`src/rtl/mdclcg_pkg.sv`:
```
// Shared types and defaults for the modified dual-CLCG keystream sink.
package mdclcg_pkg;

  localparam int MDCLCG_WORD_W    = 16;
  localparam int MDCLCG_RCT_LIMIT = 32;

  typedef enum logic [1:0] {
    ST_IDLE    = 2'd0,
    ST_COLLECT = 2'd1,
    ST_FAULT   = 2'd2
  } state_t;

  // Width needed to hold a run count of 0..limit inclusive.
  function automatic int run_cnt_width(input int limit);
    return $clog2(limit + 1);
  endfunction

endpackage

```
`src/rtl/mdclcg_rct_monitor.sv`:
```
// Repetition-count health test: tracks the run of identical accepted bits and
// flags the bit that brings the run up to RCT_LIMIT.
module mdclcg_rct_monitor
  import mdclcg_pkg::*;
#(
  parameter int RCT_LIMIT = MDCLCG_RCT_LIMIT
) (
  input  logic clk1,
  input  logic rst,
  input  logic bit_in,
  input  logic accept,
  input  logic clear,
  output logic trip
);

  localparam int RUN_W = run_cnt_width(RCT_LIMIT);
  localparam logic [RUN_W-1:0] RUN_LIMIT = RUN_W'(RCT_LIMIT);
  localparam logic [RUN_W-1:0] RUN_ONE   = RUN_W'(1);

  logic             r_last;
  logic [RUN_W-1:0] r_run;
  logic [RUN_W-1:0] w_run_next;

  // A zero run count marks "no bit seen since reset/clear".
  always_comb begin
    w_run_next = r_run;
    if ((r_run == '0) || (bit_in != r_last)) begin
      w_run_next = RUN_ONE;
    end else if (r_run != RUN_LIMIT) begin
      w_run_next = r_run + 1'b1;
    end
  end

  assign trip = accept && (w_run_next == RUN_LIMIT);

  always_ff @(posedge clk1 or negedge rst) begin
    if (!rst) begin
      r_run  <= '0;
      r_last <= 1'b0;
    end else if (clear) begin
      r_run  <= '0;
      r_last <= 1'b0;
    end else if (accept) begin
      r_run  <= w_run_next;
      r_last <= bit_in;
    end
  end

endmodule

```
`src/rtl/mdclcg_bit_packer.sv`:
```
// Packs the serial keystream MSB-first into words behind a valid/ready holding
// register, and blocks delivery once the repetition-count test trips.
//
//   state      | meaning
//   -----------+----------------------------------------------------------
//   ST_IDLE    | not packing; partial word and run count retained
//   ST_COLLECT | accepting qualified bits into the shift register
//   ST_FAULT   | health test tripped; bits ignored until clear or reset
module mdclcg_bit_packer
  import mdclcg_pkg::*;
#(
  parameter int WIDTH     = MDCLCG_WORD_W,
  parameter int RCT_LIMIT = MDCLCG_RCT_LIMIT
) (
  input  logic                     clk1,
  input  logic                     rst,
  input  logic                     enable,
  input  logic                     clear,
  input  logic                     bit_in,
  input  logic                     bit_valid,
  output logic [WIDTH-1:0]         word_out,
  output logic                     word_valid,
  input  logic                     word_ready,
  output logic                     overflow,
  output logic                     rct_fail,
  output logic [$clog2(WIDTH)-1:0] bit_cnt
);

  localparam int CNT_W = $clog2(WIDTH);
  localparam logic [CNT_W-1:0] LAST_IDX = CNT_W'(WIDTH - 1);

  state_t           r_state;
  state_t           w_state_next;

  logic [WIDTH-1:0] r_shift;
  logic [CNT_W-1:0] r_bit_cnt;
  logic [WIDTH-1:0] r_word;
  logic             r_word_valid;
  logic             r_overflow;
  logic             r_rct_fail;

  logic             w_accept;
  logic             w_trip;
  logic [WIDTH-1:0] w_shift_next;
  logic             w_complete;
  logic             w_xfer;
  logic             w_load;
  logic             w_drop;

  assign w_accept     = (r_state == ST_COLLECT) && enable && bit_valid && !clear;
  assign w_shift_next = {r_shift[WIDTH-2:0], bit_in};

  mdclcg_rct_monitor #(
    .RCT_LIMIT (RCT_LIMIT)
  ) u_rct_monitor (
    .clk1   (clk1),
    .rst    (rst),
    .bit_in (bit_in),
    .accept (w_accept),
    .clear  (clear),
    .trip   (w_trip)
  );

  always_ff @(posedge clk1 or negedge rst) begin
    if (!rst) begin
      r_state <= ST_IDLE;
    end else begin
      r_state <= w_state_next;
    end
  end

  always_comb begin
    w_state_next = r_state;
    if (clear) begin
      w_state_next = ST_IDLE;
    end else begin
      case (r_state)
        ST_IDLE: begin
          if (enable) begin
            w_state_next = ST_COLLECT;
          end
        end
        ST_COLLECT: begin
          if (w_trip) begin
            w_state_next = ST_FAULT;
          end else if (!enable) begin
            w_state_next = ST_IDLE;
          end
        end
        ST_FAULT: begin
          w_state_next = ST_FAULT;
        end
        default: begin
          w_state_next = ST_IDLE;
        end
      endcase
    end
  end

  // A tripping bit never completes a word, even on the WIDTH-th position.
  always_comb begin
    w_complete = w_accept && (r_bit_cnt == LAST_IDX) && !w_trip;
    w_xfer     = r_word_valid && word_ready;
    w_load     = w_complete && (!r_word_valid || word_ready);
    w_drop     = w_complete && r_word_valid && !word_ready;
  end

  always_ff @(posedge clk1 or negedge rst) begin
    if (!rst) begin
      r_shift      <= '0;
      r_bit_cnt    <= '0;
      r_word       <= '0;
      r_word_valid <= 1'b0;
      r_overflow   <= 1'b0;
      r_rct_fail   <= 1'b0;
    end else if (clear) begin
      r_shift      <= '0;
      r_bit_cnt    <= '0;
      r_word       <= '0;
      r_word_valid <= 1'b0;
      r_overflow   <= 1'b0;
      r_rct_fail   <= 1'b0;
    end else if (w_trip) begin
      r_shift      <= '0;
      r_bit_cnt    <= '0;
      r_word       <= '0;
      r_word_valid <= 1'b0;
      r_rct_fail   <= 1'b1;
    end else begin
      if (w_accept) begin
        r_shift   <= w_shift_next;
        r_bit_cnt <= (r_bit_cnt == LAST_IDX) ? '0 : r_bit_cnt + 1'b1;
      end
      if (w_load) begin
        r_word       <= w_shift_next;
        r_word_valid <= 1'b1;
      end else if (w_xfer) begin
        r_word_valid <= 1'b0;
      end
      if (w_drop) begin
        r_overflow <= 1'b1;
      end
    end
  end

  assign word_out   = r_word;
  assign word_valid = r_word_valid;
  assign overflow   = r_overflow;
  assign rct_fail   = r_rct_fail;
  assign bit_cnt    = r_bit_cnt;

endmodule

```
`config.mk`:
```
export PLATFORM = sky130hd
export DESIGN_NAME = mdclcg_bit_packer
export DESIGN_NICKNAME = d
export VERILOG_FILES = /design/src/rtl/mdclcg_pkg.sv /design/src/rtl/mdclcg_rct_monitor.sv /design/src/rtl/mdclcg_bit_packer.sv
export SDC_FILE = /design/constraint.sdc
export NUM_CORES = 1
export LEC_CHECK = 0
export CORE_MARGIN = 2
export CORE_UTILIZATION = 47
export DETAILED_ROUTE_END_ITERATION = 16
export PLACE_DENSITY = 0.69
export SLEW_MARGIN = 20
export SYNTH_ARGS = -nofsm -noshare
export SYNTH_HDL_FRONTEND = slang
export SYNTH_SLANG_ARGS = --single-unit
```
`constraint.sdc`:
```
create_clock -name clk1 -period 5.9 [get_ports clk1]
set_clock_uncertainty 0.2 [all_clocks]
set_input_delay 0.885 -clock clk1 [delete_from_list [all_inputs] [get_ports clk1]]
set_output_delay 0.885 -clock clk1 [all_outputs]
set_load 0.01 [all_outputs]
```
==> reports/results.tsv, run 1 <==
metric	value	unit
Clock Tree Buf Depth	2	
LEAKAGE	1.147	nW
Fill cells	448	
worst-path fanout max	30	
post-route ant nets	0	
HPWL Detailed	3188	µm
Synth Instances	247	
WP data required	5.85	ns
TritonCTS clock tree	yes	
worst slew margin relative to its limit	40.76	%
layout cells sized above 1	6.084	%
die height	75.14	µm
worst min path class	register to register	
CP Launch Type	primary input	
async set-reset flop share out of synthesis	100.0	%
most frequent cell after synthesis	dfrtp_1	
Rows	25	
Via density	5.945	
pre-CTS setup slack	2.387	ns
area share of the largest cell type after synthesis	49.45	%
clock-pin slew on the worst setup and hold paths	0.09	ns
CTS buffer count	5	
GRT overflow	0	
I/O Buffers	29	
Worst Max-Slew Pin Slew	0.8879	ns
post_cts resized	0	
drt first pass iters	5	
Main synth FF type	dfrtp_1	
crit end category	register	
Ports	30	
WL final	5276	µm
final setup fails	0	
final worst slack	2.730	ns
Chip Width	75.14	µm
Final Cycle Share	53.74	%
die area	0.005646	mm²
initial antenna violation count	0	
DRC viols	0	
Setup CP Type	primary input to register	
Multi-input gate area	0.001057	mm²
core region area	0.004817	mm²
number of global-route vias before repair	1784	
synth unique cells	49	
largest area contributor in the netlist	dfrtp_1	
Synth area leaders	dfrtp_1 (49%), nor3b_1 (5.7%), nand3_1 (5.3%), a21oi_1 (4.6%), nor2_1 (4.1%)	
Via Count	1962	
crit path time final	3.170	ns
Final nets	272	
CTS Hold Bufs	0	
Power Density	226.5	mW/mm²
Setup TNS	0	ns
RSZ-0062 raised after global routing	false	
Cell Area, Synth	0.002379	mm²
synth warn	0	
sequential cell area fraction in the yosys report	49.45	%
Yosys reg bits	47	
fin cells	330	
Worst Path Arrival	3.12	ns
wire per inst	15.99	µm
Avg Synthesized Cell Area	9.630	µm²
EDFF count, synth	0	
status	completed	
Final Hold Vio Count	0	
first-pass GRT wire length	8749	µm
Initial Util	49.38	%
Final Max Slew Viols	0	
GP Congestion	0.8413	
Clk Latency, worst-skew pair	0.30	ns
Fmax achieved	315.4	MHz
top cells by count, synth	dfrtp_1 (47), nor2_1 (26), nand3_1 (25), a21oi_1 (22), clkbuf_1 (20)	
synthesis-to-layout area growth	17.94	%
Sequential cell area	0.001176	mm²
Layout Utilization	58.23	%
CTS root buf	clkbuf_8	
gr usage total	20.34	%
setup bufs post-CTS	0	
clock sinks	47	
initial DRC count	247	
Max-Cap Viols	0	
FF-to-FF setup slack	2.74	ns
largest net degree at the start of global routing	48	
Max rail drop VDD	171.8	µV
syn_nets	257	
WHS	0.2780	ns
H-tree levels	2	
placed instance count	322	
Antenna Cells	0	
[worst max-delay path, stage by stage]
cell and delay [ns]:
clkdlybuf4s50_1 0.49, nand4b_1 0.10, buf_4 0.23, nor3_1 0.20, o2111ai_1 0.21, a311oi_4 0.45
buf_4 0.39, o22ai_1 0.14
[cells by family after synthesis]
family | synth area share [%]
buf+inv | 6.365
flops | 49.45
xor+xnor | 0.3683
fa+ha+maj | 1.578
mux | 0.8417
compound gates | 18.78
simple gates | 22.62
[per-layer routing]
metal | part of all wire (%) | global-route usage [%] | routed length [µm] | vias to the layer above
li1 | - | - | - | 936
met1 | 48 | 28.05 | 2518 | 970
met2 | 47 | 33.24 | 2504 | 47
met3 | 3.6 | 3.213 | 188 | 9
met4 | 1.2 | 6.433 | 65 | 0
met5 | 0 | 0 | 0 | -
[state kept, by name, summed over array words and instances (netlist names)]
name,flops
word_out,16
r_shift,15
u_rct_monitor.r_run,6
bit_cnt,4
r_state,2
overflow,1
rct_fail,1
u_rct_monitor.r_last,1
word_valid,1
[area by class of cell]
cell class | count | share of cell area [%]
Clock buffer | 6 | 2.587
Inverter | 10 | 1.338
Sequential cell | 47 | 41.93
Tap cell | 67 | 2.988
Timing Repair Buffer | 33 | 11.33
Clock inverter | 2 | 2.141
Multi-Input combinational cell | 165 | 37.69
[final timing paths]
| kind | from | to | cells after the start |
|---|---|---|---|
| max in group asynchronous | rst | word_valid | 1 |
| setup reg to reg | u_rct_monitor.r_run[1] | r_shift[13] | 6 |
| setup / recovery | enable | r_shift[13] | 8 |
| hold / removal | r_state[1] | r_state[0] | 1 |
| hold reg to reg | r_state[1] | r_state[0] | 1 |
| min in group asynchronous | rst | bit_cnt[3] | 1 |
[placed cells by master, fill, tap and decap left out, types with 3 or more instances in the layout]
cell             synthesis  layout
o32ai_1                  6       6
inv_1                   10      10
a21o_1                   3       3
a21oi_1                 22      22
clkdlybuf4s50_1          0      28
ha_1                     3       3
nor2_1                  26      26
nor3b_1                 18      18
buf_4                    1       5
nand3_1                 25      25
nand2_1                  7       7
nor3_1                   5       5
dfrtp_1                 47      47
clkbuf_8                 0       5
o21ai_0                  4       4
o41ai_1                  9       9
[stage by stage]
| stage | power, mW | cell area, µm² |
|---|---|---|
| 2_1_floorplan | 0.3453 | 2379 |
| 3_3_place_gp | 0.3600 | 2670 |
| 3_5_place_dp | 0.3604 | 2670 |
| 4_1_cts | 0.6373 | 2803 |
| 5_1_grt | 0.6529 | 2805 |
| 6_report | 0.6355 | 2805 |
[power breakdown]
part	leakage [nW]	internal [mW]	switching, mW
clock	0.0654	0.169	0.112
sequential	0.655	0.323	0.00118
combinational	0.426	0.00823	0.0216
total	1.15	0.501	0.135
No activity file was read; power rests on OpenSTA's default activity.
==> run 2, diff against run 1 <==
Clock period 5.9 ns to 3.15 ns, I/O delays scaled along.
==> run 2 against run 1 <==
  * The run now ends with negative hold slack left
  * Power increased by 79%
  * Combinational power grew 100%
  * Sequential power up 87%
  * Clock-buffer cell count did not move
  * Largest cell class unchanged
  * Highest routed layer unchanged
==> reports/results.tsv, run 2 (synthesis gave the netlist of run 1 again) <==
metric	value	unit
most frequent cells in the layout	dfrtp_1 (47), clkdlybuf4s50_1 (28), nor2_1 (26)	
Setup TNS	0	ns
first-pass GRT wire length	8390	µm
initial antenna violation count	0	
Fmax achieved	358.7	MHz
Critical-path top delay cell	dfrtp_1	
share of power burned in registers	53.2	%
fin cells	336	
worst path cell trace	ha_1 > or4b_1 > a311o_1 > a311oi_4 > buf_4 > o32ai_1	
GRT overflow	0	
number of global-route vias before repair	1810	
Layout Utilization	58.94	%
Max stage delay on crit path	0.49	ns
Worst Path Arrival	2.77	ns
CTS root buf	clkbuf_8	
Comb power frac	5.3	%
die height	75.14	µm
TritonCTS clock tree	yes	
worst reg2reg endpoint	r_shift[10]	
HPWL Detailed	3224	µm
die area	0.005646	mm²
largest net degree at the start of global routing	48	
r2r startpoint	u_rct_monitor.r_run[1]	
drt first pass iters	4	
worst min path class	primary input to async pin	
Clk Latency, worst-skew pair	0.30	ns
Final Max Slew Viols	0	
layout cells sized above 1	8.550	%
status	finished with violations	
WP data required	3.13	ns
LEAKAGE	1.173	nW
NetSw	255.0	µW
fin area	0.002839	mm²
setup bufs post-CTS	0	
Power Density	401.6	mW/mm²
Initial Util	49.38	%
Chip Width	75.14	µm
Antenna Cells	0	
crit path time final	2.788	ns
I/O Buffers	29	
CTS buffer count	5	
DRC viols	0	
WL final	5001	µm
Largest register FFs	16	
Final nets	278	
post-route ant nets	0	
Ports	30	
H-tree levels	2	
worst-path fanout max	23	
post_cts resized	0	
clock-pin slew on the worst setup and hold paths	0.09	ns
internal power	885.1	µW
Rows	25	
Switching Share	22.37	%
final worst slack	0.3622	ns
Worst Max-Slew Pin Slew	0.5957	ns
initial DRC count	191	
Clock Tree Buf Depth	2	
Final Hold Vio Count	47	
Crit path buffers/inverters	1	
FF-to-FF setup slack	0.36	ns
CTS Hold Bufs	0	
GP Congestion	0.8649	
Max-Cap Viols	0	
gr usage total	19.35	%
Final Cycle Share	88.50	%
CP Launch Type	register	
synthesis-to-layout area growth	19.36	%
worst slew margin relative to its limit	60.29	%
FF-to-FF path depth	6	
Max rail drop VDD	283.2	µV
most common cell after layout, fill and taps aside	dfrtp_1	
crit path from	u_rct_monitor.r_run[1]	
Via Count	1948	
Via density	5.798	
Clk network pwr share	41.5	%
Crit path max-delay family	compound AO/OA/AOI/OAI gates	
wire per inst	14.88	µm
Setup CP Type	register to register	
final setup fails	0	
Placed Area	0.002715	mm²
placed instance count	328	
WHS	-0.03597	ns
total power	1.140	mW
crit end category	register	
RSZ-0062 raised after global routing	false	
clock sinks	47	
pre-CTS setup slack	0.3963	ns
failing checks	negative hold slack	
Fill cells	451	
core region area	0.004817	mm²
[run 2: power by group through the flow]
stage / combinational, mW / sequential [mW] / clock, mW
final: 0.0601 / 0.607 / 0.473
after global routing: 0.0675 / 0.607 / 0.504
after global placement: 0.0606 / 0.619 / 0
after detailed placement: 0.0609 / 0.619 / 0
after CTS: 0.0612 / 0.607 / 0.480
after floorplan: 0.0278 / 0.619 / 0
[run 2: how the worst max path moves through the flow]
stage	end	slack, ns	depth (start not counted)
after floorplan	r_shift[13]	0.48	7
after global placement	r_shift[10]	0.45	6
after detailed placement	r_shift[10]	0.40	6
after CTS	r_shift[10]	0.37	6
after global routing	r_shift[10]	0.23	6
final	r_shift[10]	0.36	6
[run 2: routing by layer]
layer | routed length (µm) | global-route usage (%) | up-vias
li1 | - | - | 952
met1 | 2376 | 25.62 | 954
met2 | 2411 | 32.07 | 35
met3 | 142 | 3.347 | 7
met4 | 71 | 7.018 | 0
met5 | 0 | 0 | -
[run 2: final cells by class]
| class | instances | area [µm²] | area share (%) |
|---|---|---|---|
| timing repair buffer | 39 | 362.8 | 12.78 |
| clock buffer | 6 | 82.58 | 2.909 |
| inverter | 10 | 37.54 | 1.322 |
| tap | 67 | 83.83 | 2.953 |
| sequential | 47 | 1176 | 41.43 |
| multi-input combinational | 165 | 1057 | 37.24 |
| clock inverter | 2 | 38.79 | 1.366 |
